**src/rtl/sfm_batch_ctrl.sv**
```systemverilog
// Multi-row softmax sequencer: per row runs accumulate pass, reciprocal wait and divide pass,
// driving the in/out streamers and datapath strobes, then steps both addresses by the row stride.
//
// state     | meaning
// IDLE      | waiting for start_i, cfg latched on start
// ROW_START | kick input streamer for the accumulate pass
// ACCUM     | accumulate pass streaming in
// WAIT_DP   | draining datapath pipeline
// WAIT_ACC  | waiting for denominator, then restart input and start output
// WAIT_INV  | waiting for reciprocal, early out_done remembered
// DIVIDE    | divide pass streaming out
// ROW_END   | row finished, advance addresses / row index
// FINISHED  | job done pulse
module sfm_batch_ctrl #(
  parameter int DATA_WIDTH    = 128,
  parameter int ADDR_WIDTH    = 32,
  parameter int LEN_WIDTH     = 32,
  parameter int ROW_CNT_WIDTH = 16
) (
  input  logic                     clk_i,
  input  logic                     rst_ni,
  input  logic                     clear_i,
  input  logic                     start_i,
  input  logic [ADDR_WIDTH-1:0]    cfg_in_addr_i,
  input  logic [ADDR_WIDTH-1:0]    cfg_out_addr_i,
  input  logic [LEN_WIDTH-1:0]     cfg_row_len_i,
  input  logic [ADDR_WIDTH-1:0]    cfg_row_stride_i,
  input  logic [ROW_CNT_WIDTH-1:0] cfg_n_rows_i,
  output logic                     in_start_o,
  output logic [ADDR_WIDTH-1:0]    in_addr_o,
  output logic [LEN_WIDTH-1:0]     in_tot_len_o,
  input  logic                     in_done_i,
  output logic                     out_start_o,
  output logic [ADDR_WIDTH-1:0]    out_addr_o,
  output logic [LEN_WIDTH-1:0]     out_tot_len_o,
  input  logic                     out_done_i,
  input  logic                     dp_busy_i,
  input  logic                     acc_done_i,
  input  logic                     inv_done_i,
  output logic                     dp_acc_finished_o,
  output logic                     dp_dividing_o,
  output logic                     dp_disable_max_o,
  output logic                     dp_clear_regs_o,
  output logic                     busy_o,
  output logic                     row_done_o,
  output logic [ROW_CNT_WIDTH-1:0] row_idx_o,
  output logic                     done_o
);

  localparam int BPW   = DATA_WIDTH / 8;
  localparam int SHIFT = $clog2(BPW);

  typedef enum logic [3:0] {
    IDLE, ROW_START, ACCUM, WAIT_DP, WAIT_ACC, WAIT_INV, DIVIDE, ROW_END, FINISHED
  } state_t;

  state_t state_q, state_d;

  logic [ADDR_WIDTH-1:0]    in_addr_q, out_addr_q, stride_q;
  logic [LEN_WIDTH-1:0]     tot_len_q;
  logic [ROW_CNT_WIDTH-1:0] n_rows_q, row_idx_q;
  logic                     out_seen_q;
  logic [LEN_WIDTH-1:0]     len_rem, len_words;
  logic                     last_row, empty_job;

  assign len_rem   = cfg_row_len_i & LEN_WIDTH'(BPW - 1);
  assign len_words = (cfg_row_len_i >> SHIFT) + LEN_WIDTH'(len_rem != '0);
  assign empty_job = (cfg_n_rows_i == '0) || (cfg_row_len_i == '0);
  assign last_row  = (row_idx_q == n_rows_q - ROW_CNT_WIDTH'(1));

  always_ff @(posedge clk_i or negedge rst_ni) begin
    if (!rst_ni) state_q <= IDLE;
    else         state_q <= state_d;
  end

  always_comb begin
    state_d = state_q;
    unique case (state_q)
      IDLE:      if (start_i) state_d = empty_job ? FINISHED : ROW_START;
      ROW_START: state_d = ACCUM;
      ACCUM:     if (in_done_i) state_d = WAIT_DP;
      WAIT_DP:   if (!dp_busy_i) state_d = WAIT_ACC;
      WAIT_ACC:  if (acc_done_i) state_d = WAIT_INV;
      WAIT_INV:  if (inv_done_i) state_d = DIVIDE;
      DIVIDE:    if (out_done_i || out_seen_q) state_d = ROW_END;
      ROW_END:   state_d = last_row ? FINISHED : ROW_START;
      FINISHED:  state_d = IDLE;
      default:   state_d = IDLE;
    endcase
    if (clear_i) state_d = IDLE;
  end

  always_comb begin
    in_start_o        = 1'b0;
    out_start_o       = 1'b0;
    dp_acc_finished_o = 1'b0;
    dp_dividing_o     = 1'b0;
    dp_disable_max_o  = 1'b0;
    dp_clear_regs_o   = 1'b0;
    row_done_o        = 1'b0;
    done_o            = 1'b0;
    busy_o            = (state_q != IDLE) && (state_q != FINISHED);
    unique case (state_q)
      ROW_START: in_start_o = 1'b1;
      WAIT_DP:   dp_acc_finished_o = !dp_busy_i;
      WAIT_ACC: begin
        dp_disable_max_o  = 1'b1;
        dp_acc_finished_o = !acc_done_i;
        in_start_o        = acc_done_i;
        out_start_o       = acc_done_i;
      end
      WAIT_INV, DIVIDE: begin
        dp_dividing_o    = 1'b1;
        dp_disable_max_o = 1'b1;
      end
      ROW_END: begin
        dp_clear_regs_o = 1'b1;
        row_done_o      = 1'b1;
      end
      FINISHED: done_o = 1'b1;
      default: ;
    endcase
  end

  // Addresses and lengths stay registered so the streamers see stable values for the whole row.
  always_ff @(posedge clk_i or negedge rst_ni) begin
    if (!rst_ni) begin
      in_addr_q  <= '0;
      out_addr_q <= '0;
      stride_q   <= '0;
      tot_len_q  <= '0;
      n_rows_q   <= '0;
      row_idx_q  <= '0;
      out_seen_q <= 1'b0;
    end else if (clear_i) begin
      in_addr_q  <= '0;
      out_addr_q <= '0;
      stride_q   <= '0;
      tot_len_q  <= '0;
      n_rows_q   <= '0;
      row_idx_q  <= '0;
      out_seen_q <= 1'b0;
    end else begin
      unique case (state_q)
        IDLE: if (start_i) begin
          in_addr_q  <= cfg_in_addr_i;
          out_addr_q <= cfg_out_addr_i;
          stride_q   <= cfg_row_stride_i;
          tot_len_q  <= len_words;
          n_rows_q   <= cfg_n_rows_i;
          row_idx_q  <= '0;
        end
        WAIT_INV: if (out_done_i) out_seen_q <= 1'b1;
        ROW_END: begin
          out_seen_q <= 1'b0;
          in_addr_q  <= in_addr_q + stride_q;
          out_addr_q <= out_addr_q + stride_q;
          if (!last_row) row_idx_q <= row_idx_q + ROW_CNT_WIDTH'(1);
        end
        FINISHED: begin
          in_addr_q  <= '0;
          out_addr_q <= '0;
          row_idx_q  <= '0;
        end
        default: ;
      endcase
    end
  end

  assign in_addr_o     = in_addr_q;
  assign out_addr_o    = out_addr_q;
  assign in_tot_len_o  = tot_len_q;
  assign out_tot_len_o = tot_len_q;
  assign row_idx_o     = row_idx_q;

endmodule

```
**config.mk**
```make
export PLATFORM = sky130hd
export DESIGN_NAME = sfm_batch_ctrl
export DESIGN_NICKNAME = d
export VERILOG_FILES = /design/src/rtl/sfm_batch_ctrl.sv
export SDC_FILE = /design/constraint.sdc
export NUM_CORES = 1
export LEC_CHECK = 0
export BUFFER_PORTS_ARGS = -buffer_cell sky130_fd_sc_hd__buf_4
export CAP_MARGIN = 5
export CORE_ASPECT_RATIO = 1.1
export CORE_MARGIN = 5
export CORE_UTILIZATION = 45
export DETAILED_ROUTE_END_ITERATION = 10
export PLACE_DENSITY = 0.81
export SLEW_MARGIN = 5
export SYNTH_ARGS = -nofsm -noshare
export SYNTH_HDL_FRONTEND = slang
export SYNTH_SLANG_ARGS = --single-unit
```
**constraint.sdc**
```tcl
create_clock -name clk_i -period 4.4 [get_ports clk_i]
set_input_delay 1.32 -clock clk_i [delete_from_list [all_inputs] [get_ports clk_i]]
set_output_delay 1.32 -clock clk_i [all_outputs]
set_load 0.02 [all_outputs]
```
; ---- Word-level counts from Yosys, hierarchy flattened
; Cells that the tools add are included.
[totals]
ff_bits = 165
input_bits = 153
out_inout_bits = 153
[classes]
addsub = 5
n_eq_ne = 18
muxes = 39
n_reduce_logical = 21
[op_table]
columns = op, count
row1 = 2-to-1 mux 32 bit, 10
row2 = one-hot mux 32 bit (3 select lines), 2
row3 = 2-to-1 mux 16 bit, 6
row4 = adder 32 bit, 2
row5 = one-hot mux 16 bit (3 select lines), 1
row6 = 2-to-1 mux 4 bit, 9
row7 = zero test 32 bit, 1
row8 = one-hot mux 4 bit (8 select lines), 1
row9 = nonzero test 32 bit, 1
row10 = adder 28 x 1 -> 29 bit, 1
row11 = inequality test 3 bit (second input constant), 8
row12 = adder 16 x 1 -> 16 bit (second input constant), 1
row13 = == test 16 bit, 1
row14 = == test 4 x 3 -> 1 bit (second input constant), 4
row15 = zero test 16 bit, 1
row16 = subtractor 16 x 1 -> 16 bit (second input constant), 1
row17 = == test 4 x 2 -> 1 bit (second input constant), 2
row18 = nonzero test 4 bit, 2
row19 = 2-to-1 mux 1 bit, 7
row20 = one-hot mux 1 bit (2 select lines), 3
row21 = AND reduction 2 bit, 3
row22 = AND reduction 6 bit, 1
row23 = == test 4 x 1 -> 1 bit (second input constant), 1
row24 = == test 4 bit (second input constant), 1
row25 = 10 further kinds, 13

; ---- Depth between registers and ports, before layout
; Gate-level depths: netlist (run 1).
[depth]
depth_word = 6
mapped_depth = 12
mapped_depth_nobuf = 12

; ---- Worst setup path before layout (run 1)
; No wires, ideal clock.
[synth_path]
kind = input-to-output
startpoint = input acc_done_i
endpoint = output in_start_o
t_arrival_ps = 2073
slack_ps = 1007
path_stages = 3
path_cell_list = nand2_1 mux2_2 nor3_1
[synth_via]
elab_chain_len = 1
[synth_rtl]
columns = item, line_no
row1 = start: declaration, 38  ; input logic acc_done_i,
row2 = one-hot mux 1 bit (2 select lines), 103  ; unique case (state_q)
row3 = end: declaration, 29  ; output logic in_start_o,
; Every way passes these cells.

; ---- Final worst setup path (run 1)
[layout_path]
startpoint = register in_addr_q[9] (netlist: in_addr_o[9])
endpoint = register in_addr_q[31] (netlist: in_addr_o[31])
[layout_via]
elab_chain_len = 3
[layout_rtl]
columns = item, line_no
row1 = start: declaration, 59  ; logic [ADDR_WIDTH-1:0] in_addr_q, out_addr_q, stride_q;
row2 = start signal: assignment, 146  ; in_addr_q <= cfg_in_addr_i;
row3 = start signal: assignment, 156  ; in_addr_q <= in_addr_q + stride_q;
row4 = adder 32 bit, 156
row5 = one-hot mux 32 bit (3 select lines), 144  ; unique case (state_q)
row6 = 2-to-1 mux 32 bit, 135  ; end else if (clear_i) begin
; Every way passes these cells.
; A chain may end at the register's enable or synchronous reset.

==> impl_summary.md, run 1 <==
Critical path
The worst setup path is of the reg -> reg kind. Of all nets on the critical path, the largest fanout is 5. The slowest cell on the critical path is sky130_fd_sc_hd__a2111oi_2. The critical path runs through a total of 10 cells.

The endpoint identified for the worst register-to-register timing path is in_addr_o[31]$_DFFE_PN0P_. Tracing the worst setup path back leads to its startpoint at in_addr_o[9]$_DFFE_PN0P_. The internal reg-to-reg setup slack is 0.89 ns. The kind of start point of the critical path is a register.

The reg-to-reg startpoint is in_addr_o[9]$_DFFE_PN0P_. The end point of the critical path is in_addr_o[31]$_DFFE_PN0P_. For the worst flop-to-flop path, the logic depth is 10. The arrival time of data at the critical path endpoint is 3.82 ns.

The worst setup path is captured at a register. The kind of cell adding the most delay to the critical path is compound AO/OA/AOI/OAI gates. Data on the critical path is required at its endpoint by 4.71 ns.

By instance count, the cell type seen most on the critical path is sky130_fd_sc_hd__a21oi_1. The largest single stage delay on the critical path is 0.55 ns. The critical path goes through ha_1 > a21oi_1 > nand2_1 > a2111oi_2 > a21oi_1 > o41ai_2 > o31ai_1 > xnor2_1 > o21ai_0 > a221o_1. The number of buffers and inverters on the critical path is 0.

Synth
During synthesis, Yosys emitted a total of 0 warnings. For this run, the register share of the synthesized area comes to 35.8%. After Yosys synthesis, XOR and XNOR cells account for 7.27% of the synthesized area.

The synthesized design contains 0 enable-type register cells. The distinct cell type count of the synthesized netlist is 70. A synthesized cell averages 9.05 µm². The synthesized netlist devotes 7.65% of its cell area to adder and majority cells.

In this run, synthesis produced a sequential element count of 162. The primary flip-flop cell chosen by synthesis mapping is sky130_fd_sc_hd__dfrtp_1. The synthesized instance count is 1,251. The dominant combinational cell family by area after synthesis is compound AO/OA/AOI/OAI gates. The basic-gate share of the synthesized area counting and, or, nand and nor cells is 16.2%. The async set-or-reset flop fraction in the synthesized netlist is 100%. The fraction of the mapped netlist area in compound gates is 26.2%.

The portion of synthesized area spent on multiplexers is 1.20%. The post-synthesis cell area is 0.0113 mm².

Timing
The clock skew is 0.0180 ns. The upper clock frequency limit is 285 MHz. The worst-margin pin slew is 0.951 ns. For the final routed database, the setup TNS stands at 0 ns. Counting I/O delays and the setup requirement, the final critical path takes 3.51 ns.

The max-slew violation total from the final report is 0. The part of the cycle the worst path needs is 79.8%. The final-report hold violation count was 0.

The number of failing setup endpoints in the final timing report is 0. Setup repair after global routing left no endpoint under its margin. The relative slew slack is 36.6%.

Global route
The first-pass GRT wire length is 56.3 mm. The met3 usage in global routing is 4.76%. The pin count of the biggest net entering global routing is 82.

The number of antenna violations at the first check in global routing is 2. The residual overflow from global routing is 0. The via count of the first global-routing pass came to 10.8k. For met2 alone, demand over resource in global routing was 40.7%.

The most utilized layer in the global route result is met2. The total track usage is 24.3%. In the global route stage, met1 resource usage came out at 31.1%.

Detailed routing
Dividing the detail-routed via count by the number of cells gives 5.93. The post-route DRC violation count is 0. The iteration count of the initial detailed-routing pass is 5. The final route contains 10.8k vias. The detail-routed net length per standard cell is 19.6 µm. The first routing iteration left 699 violations. Once detail routing completed, the nets flagged for antenna violations numbered 0.

The final routed wirelength across all metal layers is 35.6 mm.

Finish
The number of nets in the layout is 1,710. The count of fill cells added during filler insertion is 2,195. Across the whole layout, storage elements account for 0.00405 mm².

Cells with a size suffix above 1 make up 24.6% of the layout. The area growth from synthesis to layout is 25.7%. The multi-input gate area in the final layout is 0.00668 mm².

Clock network
TritonCTS created 17 clock buffers. The H-tree generated during clock tree synthesis spans 4 levels. TritonCTS built the clock tree. For the worst-skew pair, the clock arrives at the later sink with an insertion delay of 0.44 ns. Clock-pin slew was measured on the worst setup and hold paths at 0.07 ns. The master cell of the clock root buffer is sky130_fd_sc_hd__clkbuf_16.

After clock tree synthesis, the repair step resized 0 gates. The number of hold buffers added after CTS was 0. Post-CTS timing repair inserted 0 buffers for setup. The tree built by TritonCTS fans out to 162 sinks. Counting along the longest clock path gives a buffer depth of 2.

Outcome
The flow ran to the end, and the final reports show no timing, DRC or antenna violations.

Placement
The weighted congestion at the end of routability-driven global placement is 0.937. The count of buffers added on input and output ports is 299. The HPWL after detailed placement is 26.7 mm.

Floorplanning
The area of the die is 0.0284 mm². The number of placement rows is 61. The core footprint is 0.0250 mm². The starting utilization of the core area is 45.2%. The die is 161 µm wide. Pin placement for this block handled 306 I/O pins. The die is 176 µm tall.

Hold path
The origin of the worst min-delay path is in_tot_len_o[25]$_DFFE_PN0P_. The class of the worst hold path is reg -> reg.

Run
Max-cap violations in this run came to 0.

Pwr
Power spread over the standard cell area amounts to 487 mW/mm². The standby leakage power is 6.98 nW. Summing internal, switching and leakage power gives 6.94 mW. VDD sags by at most 0.229 mV.
## through the flow
step / hold WS, ns / cell area, µm² / cells / worst slack, ns / util [%]
CTS: 0.543 / 14200 / 1817 / 0.980 / 56.9
floorplan: 0.495 / 11300 / 1256 / 1.01 / -
finish: 0.545 / 14200 / 1818 / 0.889 / 56.9
detailed placement: 0.521 / 13600 / 1785 / 0.843 / 54.4
global route: 0.550 / 14200 / 1818 / 0.781 / 56.9
global placement: 0.517 / 13600 / 1785 / 0.919 / 54.4
## cell type report
cell class,count,share of cell area (%)
clock inverter,14,1.17
sequential,162,28.5
antenna,1,0.0176
tap,315,2.77
inverter,32,0.844
multi-input combinational,962,46.9
clock buffer,18,3.08
timing repair buffer,314,16.8
## where the power goes
| group | switching (mW) | leakage, nW | internal, mW | total (mW) |
|---|---|---|---|---|
| sequential | 0.395 | 2.18 | 1.80 | 2.19 |
| combinational | 1.84 | 4.51 | 1.36 | 3.20 |
| clock | 0.675 | 0.288 | 0.870 | 1.54 |
| total | 2.91 | 6.98 | 4.03 | 6.94 |
## state kept, by name, indices dropped and copies added (netlist names)
register,flops
in_tot_len_o,29
n_rows_q,16
in_addr_o,32
state_q,4
out_addr_o,32
stride_q,32
row_idx_o,16
out_seen_q,1
## per-layer routing
layer	routed length (µm)	part of all wire (%)
met3	2460	6.9
met2	17300	49
met4	1030	2.9
met1	14800	42
met5	13	0.037
## synth_stat cells, types with 8 or more instances
master                     number  area (µm²)
sky130_fd_sc_hd__a22o_1        82         718
sky130_fd_sc_hd__nand2_1       72         270
sky130_fd_sc_hd__nand3_1       48         240
sky130_fd_sc_hd__nor3_1        18        90.1
sky130_fd_sc_hd__and3_1        19         119
sky130_fd_sc_hd__inv_1         32         120
sky130_fd_sc_hd__or4_1         10        75.1
sky130_fd_sc_hd__and2_1         9        56.3
sky130_fd_sc_hd__a22oi_1       37         278
sky130_fd_sc_hd__o21a_1         9        67.6
sky130_fd_sc_hd__ha_1          66         826
sky130_fd_sc_hd__xor2_1        42         368
sky130_fd_sc_hd__clkbuf_1      53         199
sky130_fd_sc_hd__a21o_1        29         218
sky130_fd_sc_hd__nand4_1       17         106
sky130_fd_sc_hd__nor2_1        97         364
sky130_fd_sc_hd__nor2b_1       11        68.8
sky130_fd_sc_hd__dfrtp_1      162        4050
sky130_fd_sc_hd__a31oi_1       12        75.1
sky130_fd_sc_hd__mux2i_1        8        80.1
sky130_fd_sc_hd__buf_4         36         270
sky130_fd_sc_hd__nor4_1        15        93.8
sky130_fd_sc_hd__xnor2_1       52         455
sky130_fd_sc_hd__o211ai_1      15         113
sky130_fd_sc_hd__a21oi_1       64         320
sky130_fd_sc_hd__o21ai_0       82         410
sky130_fd_sc_hd__buf_1          8        30.0
sky130_fd_sc_hd__a211oi_1      31         233
sky130_fd_sc_hd__o21bai_1       8        60.1
sky130_fd_sc_hd__nand2b_1      19         119
## placed cells by master, fill, tap and decap left out, drive strengths merged, types with 9 or more instances in the layout
cell and count:
clkbuf 18, a31oi 12, nor2 97, nand4 17, o21ai 84, nand3 48, o21a 9, inv 39
a22oi 37, and2 9, buf 314, nand2 72, ha 66, a21oi 65, xnor2 52, a21o 29
nand2b 19, o211ai 18, a211oi 33, nor2b 11, dfrtp 162, nor3 18, and3 19, or4 10
a22o 82, nor4 16, xor2 42
## kinds of logic (layout without fill, tap and decap cells)
group,after synthesis,after routing
AND/OR/NAND/NOR,361,361
flip-flops,162,162
buffers and inverters,132,378
other,1,7
adder cells (fa/ha/maj),68,68
multiplexers,13,13
AO/OA/AOI/OAI,420,420
XOR/XNOR,94,94
## worst min-delay path by stage
stage	to	cells past startpoint
finish	in_tot_len_o[25]$_DFFE_PN0P_	1
global route	in_tot_len_o[13]$_DFFE_PN0P_	1
CTS	in_tot_len_o[13]$_DFFE_PN0P_	1
detailed placement	in_tot_len_o[13]$_DFFE_PN0P_	1
global placement	in_tot_len_o[21]$_DFFE_PN0P_	1
floorplan	n_rows_q[15]$_DFFE_PN0P_	1
Note: power is estimated with default switching activity, not from simulation.
==> inputs of run 2 (changes only) <==
--- a/config.mk
+++ b/config.mk
@@ -5,13 +5,14 @@
 export SDC_FILE = /design/constraint.sdc
 export NUM_CORES = 1
 export LEC_CHECK = 0
+export ABC_AREA = 1
 export BUFFER_PORTS_ARGS = -buffer_cell sky130_fd_sc_hd__buf_4
 export CAP_MARGIN = 5
 export CORE_ASPECT_RATIO = 1.1
 export CORE_MARGIN = 5
 export CORE_UTILIZATION = 45
 export DETAILED_ROUTE_END_ITERATION = 10
-export PLACE_DENSITY = 0.81
+export PLACE_DENSITY = 0.82
 export SLEW_MARGIN = 5
 export SYNTH_ARGS = -nofsm -noshare
 export SYNTH_HDL_FRONTEND = slang
==> constraint.sdc (replaced) <==
create_clock -name clk_i -period 2.92 [get_ports clk_i]
set_input_delay 0.876 -clock clk_i [delete_from_list [all_inputs] [get_ports clk_i]]
set_output_delay 0.876 -clock clk_i [all_outputs]
set_load 0.02 [all_outputs]
==> impl_summary.md, run 2 <==
Clock network
The clock latency of the later-clocked register in the worst-skew pair is 0.44 ns. The total of hold buffers inserted after clock tree synthesis is 0. The post-cts sizing count is 0. Buffers inserted during clock tree synthesis total 17.

After clock tree synthesis, the clock-pin slew on the worst setup and hold paths is 0.07 ns. The root buffer cell chosen for the clock tree is sky130_fd_sc_hd__clkbuf_16. CTS saw 162 sinks. The level count of the clock H-tree is 4. The largest buffer count on any clock path is 2.

Once the clock tree was built, the setup fixing pass inserted 0 buffers. TritonCTS built the clock tree.

Synth
The synthesized design spends more area on one cell type than any other, namely sky130_fd_sc_hd__dfrtp_1. The total of flip-flops plus latches after synthesis is 162. The post-synthesis cell area is 0.0129 mm². In this run the biggest area consumer among cell types represents 31.5% of the synthesized area. Ranked by total cell area, the synthesized netlist is headed by sky130_fd_sc_hd__dfrtp_1 31%, sky130_fd_sc_hd__nand2_1 20%, sky130_fd_sc_hd__ha_1 6.4%. The distinct cell type count of the synthesized netlist is 48. The Yosys step of the flow raised 0 warnings.

For this run, the leading register cell type out of synthesis is sky130_fd_sc_hd__dfrtp_1. The post-synthesis mux area share is 0%. The most used standard cell by instance count after synthesis is sky130_fd_sc_hd__nand2_1. The average footprint of a synthesized cell is 6.64 µm². The area share of fa/ha/maj cells after synthesis is 6.72%. Summing the areas of all compound-gate instances in the mapped netlist gives 14.2% of the synthesized area. Sorting the synthesized cells by how often they occur yields 697 x sky130_fd_sc_hd__nand2_1, 176 x sky130_fd_sc_hd__inv_1, 162 x sky130_fd_sc_hd__dfrtp_1. The dominant combinational cell family by area after synthesis is simple AND/OR/NAND/NOR gates. Counting flops with an async set or reset pin after synthesis yields a share of 100%.

After technology mapping, the gate count stands at 1,938. Summing the areas of all xor and xnor instances in the mapped netlist gives 2.45% of the synthesized area. The share of the yosys chip area belonging to registers is 31.5%.

The number of enable flip-flop cells after synthesis is 0. The synthesized netlist devotes 36.2% of its cell area to simple gates.

Finish
The most common library cell in the layout ignoring fill and taps is sky130_fd_sc_hd__nand2_1. Of the cells placed in the final design, the portion with a size suffix greater than 1 is 17.4%. The post-synthesis to final-layout area growth is 23.5%. In the layout the commonest cells are 697 x sky130_fd_sc_hd__nand2_1, 309 x sky130_fd_sc_hd__buf_4, 176 x sky130_fd_sc_hd__inv_1, 162 x sky130_fd_sc_hd__dfrtp_1, 155 x sky130_fd_sc_hd__nor2_1. The post-route standard cell area excluding fillers is 0.0159 mm². The diode insertion count for antenna repair is 0. The number of nets in the layout is 2,413.

Floorplanning
The region available for standard cell placement spans 0.0285 mm². The I/O pin total is 306. The die width is 171 µm. The vertical extent of the die is 187 µm. Once the floorplan was initialized, standard cells occupied 45.2% of the core. The number of placement rows is 65.

The area of the die is 0.0321 mm².

Critical path
The count of cell instances traversed by the critical path is 4. Of all nets on the critical path, the largest fanout is 10. The worst setup path is launched from a register. The worst setup path is of the reg -> out kind.

The number of buffers and inverters on the critical path is 2. For the worst flop-to-flop path, the logic depth is 15. The slowest cell on the critical path is sky130_fd_sc_hd__nor2_4. The kind of capture point of the worst setup path is an output pin.

The kind of cell adding the most delay to the critical path is simple AND/OR/NAND/NOR gates. For this run, the slowest stage of the critical path takes 0.47 ns. For the worst setup path, the data arrival time is 1.82 ns. Walking the worst path, the cells encountered are inv_1 > nand2_2 > nor2_4 > buf_4. The critical path required time is 2.04 ns.

Across all register-to-register paths, the minimum setup slack is 0.25 ns.

Global route
The number of antenna violations at the first check in global routing is 3. The pin count of the biggest net entering global routing is 65. The residual overflow from global routing is 0.

The met3 usage in global routing is 5.28%. Global routing consumed, over all layers together, 29.1% of the routing resources. For met1 alone, demand over resource in global routing was 38.3%.

The via count of the first global-routing pass is 13.7k. met2 is the most crowded layer. The global routing usage on met2 is 47.4%. The first global-routing pass estimated 74.6 mm of wire.

Timing
In the finished design, the share of the clock period the worst path needs comes to 92.2%. The max-slew violation total from the final report was 0. The worst-margin pin slew is 0.766 ns.

Clock skew on the completed layout was measured at 0.0161 ns. Setup repair after global routing left no endpoint under its margin. The worst hold slack across all endpoints is 0.382 ns. The final-layout setup total negative slack is 0 ns. The post-route minimum period is 2.69 ns. The final-report hold violation count is 0. The relative slew slack is 48.9%. Setup violations remaining at the end of the flow were counted as 0.

The upper clock frequency limit is 371 MHz.

Pwr
Across the VDD grid, the largest voltage drop is 0.556 mV. Of the total power, the share spent switching nets is 47.2%. The cell area power density is 735 mW/mm². The switching power is 5.51 mW. The part of the total power dissipated in the clock network is 19.2%. The combinational fraction of design power is 51.2%. The internal power is 6.18 mW. The part of the power in registers is 29.6%. Summed over all cells, the static leakage comes to 8.50 nW.

Detailed routing
Summing over every cut layer, the via total after detailed routing is 14.3k. After the first detailed-routing iteration, the DRC count stood at 1,328. The post-route DRC violation count is 0.

After detailed routing, the average wire length per cell comes to 18.5 µm. The final routed wirelength across all metal layers is 47.5 mm. The via-per-instance ratio is 5.55.

The residual antenna-violating net count after detailed routing is 0. The iteration count of the initial detailed-routing pass is 6.

Placement
The port buffer count is 299. The weighted congestion at the end of routability-driven global placement is 0.988. The placement-stage cell area is 0.0153 mm².

The wire-length estimate of the detail-placed layout is 37.7 mm.

Hold path
In this run the worst hold path is classified as in -> async.

Outcome
The flow ran to the end, and the final reports show no timing, DRC or antenna violations.

Run
The tool flagged a number of max-cap violations equal to 0.
-- run 2: changes by cell type in the layout (fill, tap and decap cells not counted), moves of 27 or more --
| cell | change |
|---|---|
| sky130_fd_sc_hd__a22o_1 | -27 |
| sky130_fd_sc_hd__nand2_1 | +626 |
| sky130_fd_sc_hd__inv_1 | +144 |
| sky130_fd_sc_hd__nor2_1 | +59 |
| sky130_fd_sc_hd__a211oi_1 | -30 |
| sky130_fd_sc_hd__a21oi_1 | +28 |
| sky130_fd_sc_hd__nand3_1 | +61 |
| sky130_fd_sc_hd__a22oi_1 | -37 |
| sky130_fd_sc_hd__xnor2_1 | -36 |
| sky130_fd_sc_hd__o21ai_0 | +28 |
-- run 2: path summary, 6_finish.rpt --
kind	startpoint	to
max in group asynchronous	rst_ni	in_tot_len_o[4]$_DFFE_PN0P_
worst max-delay path	state_q[3]$_DFFE_PN0P_	dp_clear_regs_o
worst min-delay path	rst_ni	out_addr_o[9]$_DFFE_PN0P_
worst min register to register	in_tot_len_o[3]$_DFFE_PN0P_	in_tot_len_o[3]$_DFFE_PN0P_
worst max register to register	stride_q[0]$_DFFE_PN0P_	in_addr_o[26]$_DFFE_PN0P_
min in group clk_i	in_tot_len_o[3]$_DFFE_PN0P_	in_tot_len_o[3]$_DFFE_PN0P_
-- run 2: metrics by stage --
| step | std cells | utilization (%) | power [mW] | worst slack, ns |
|---|---|---|---|---|
| after floorplan | 1943 | - | 7.21 | 0.438 |
| after global placement | 2541 | 53.9 | 9.31 | 0.168 |
| after detailed placement | 2541 | 53.9 | 9.42 | 0.0388 |
| after CTS | 2573 | 55.9 | 11.7 | 0.162 |
| after global routing | 2573 | 55.9 | 12.5 | 0.0838 |
| final | 2573 | 55.9 | 11.7 | 0.227 |
-- run 2: logic make-up (layout without fill, tap and decap cells) --
group	after synthesis	in the layout
fa+ha+maj	68	68
flops	162	162
simple gates	1106	1106
xor+xnor	36	36
other cells	1	6
buf+inv	265	527
compound gates	300	300
-- run 2: final cells by class --
type / instances / area (µm²)
clock inverters: 10 / 103
flip-flops and latches: 162 / 4050
fillers: 2760 / 12600
clock buffers: 22 / 464
repair buffers: 316 / 2450
well taps: 368 / 460
multi-input cells: 1516 / 7700
inverters: 179 / 672
-- run 2: power groups by stage --
stage                     logic, mW  clock network (mW)  registers, mW
after floorplan                3.52                   0           3.69
after global placement         5.84                   0           3.47
after detailed placement       5.95                   0           3.47
after CTS                      5.97                2.28           3.44
after global routing           6.60                2.38           3.51
final                          5.99                2.24           3.46
-- run 2: worst register-to-register path: cells and delay by family (launching register included) --
family                   cells  cell delay (ns)
adder cells (fa/ha/maj)      2             0.59
buffers and inverters        1             0.06
AND/OR/NAND/NOR             11             1.09
AO/OA/AOI/OAI                1             0.42
flip-flops                   1             0.39
-- run 2: per-layer routing --
| metal | part of all wire [%] | wire (µm) | up-vias |
|---|---|---|---|
| met5 | 0.13 | 60 | - |
| met3 | 7.5 | 3580 | 111 |
| met4 | 4.1 | 1960 | 6 |
| met1 | 41 | 19500 | 6626 |
| li1 | - | - | 6873 |
| met2 | 47 | 22400 | 664 |
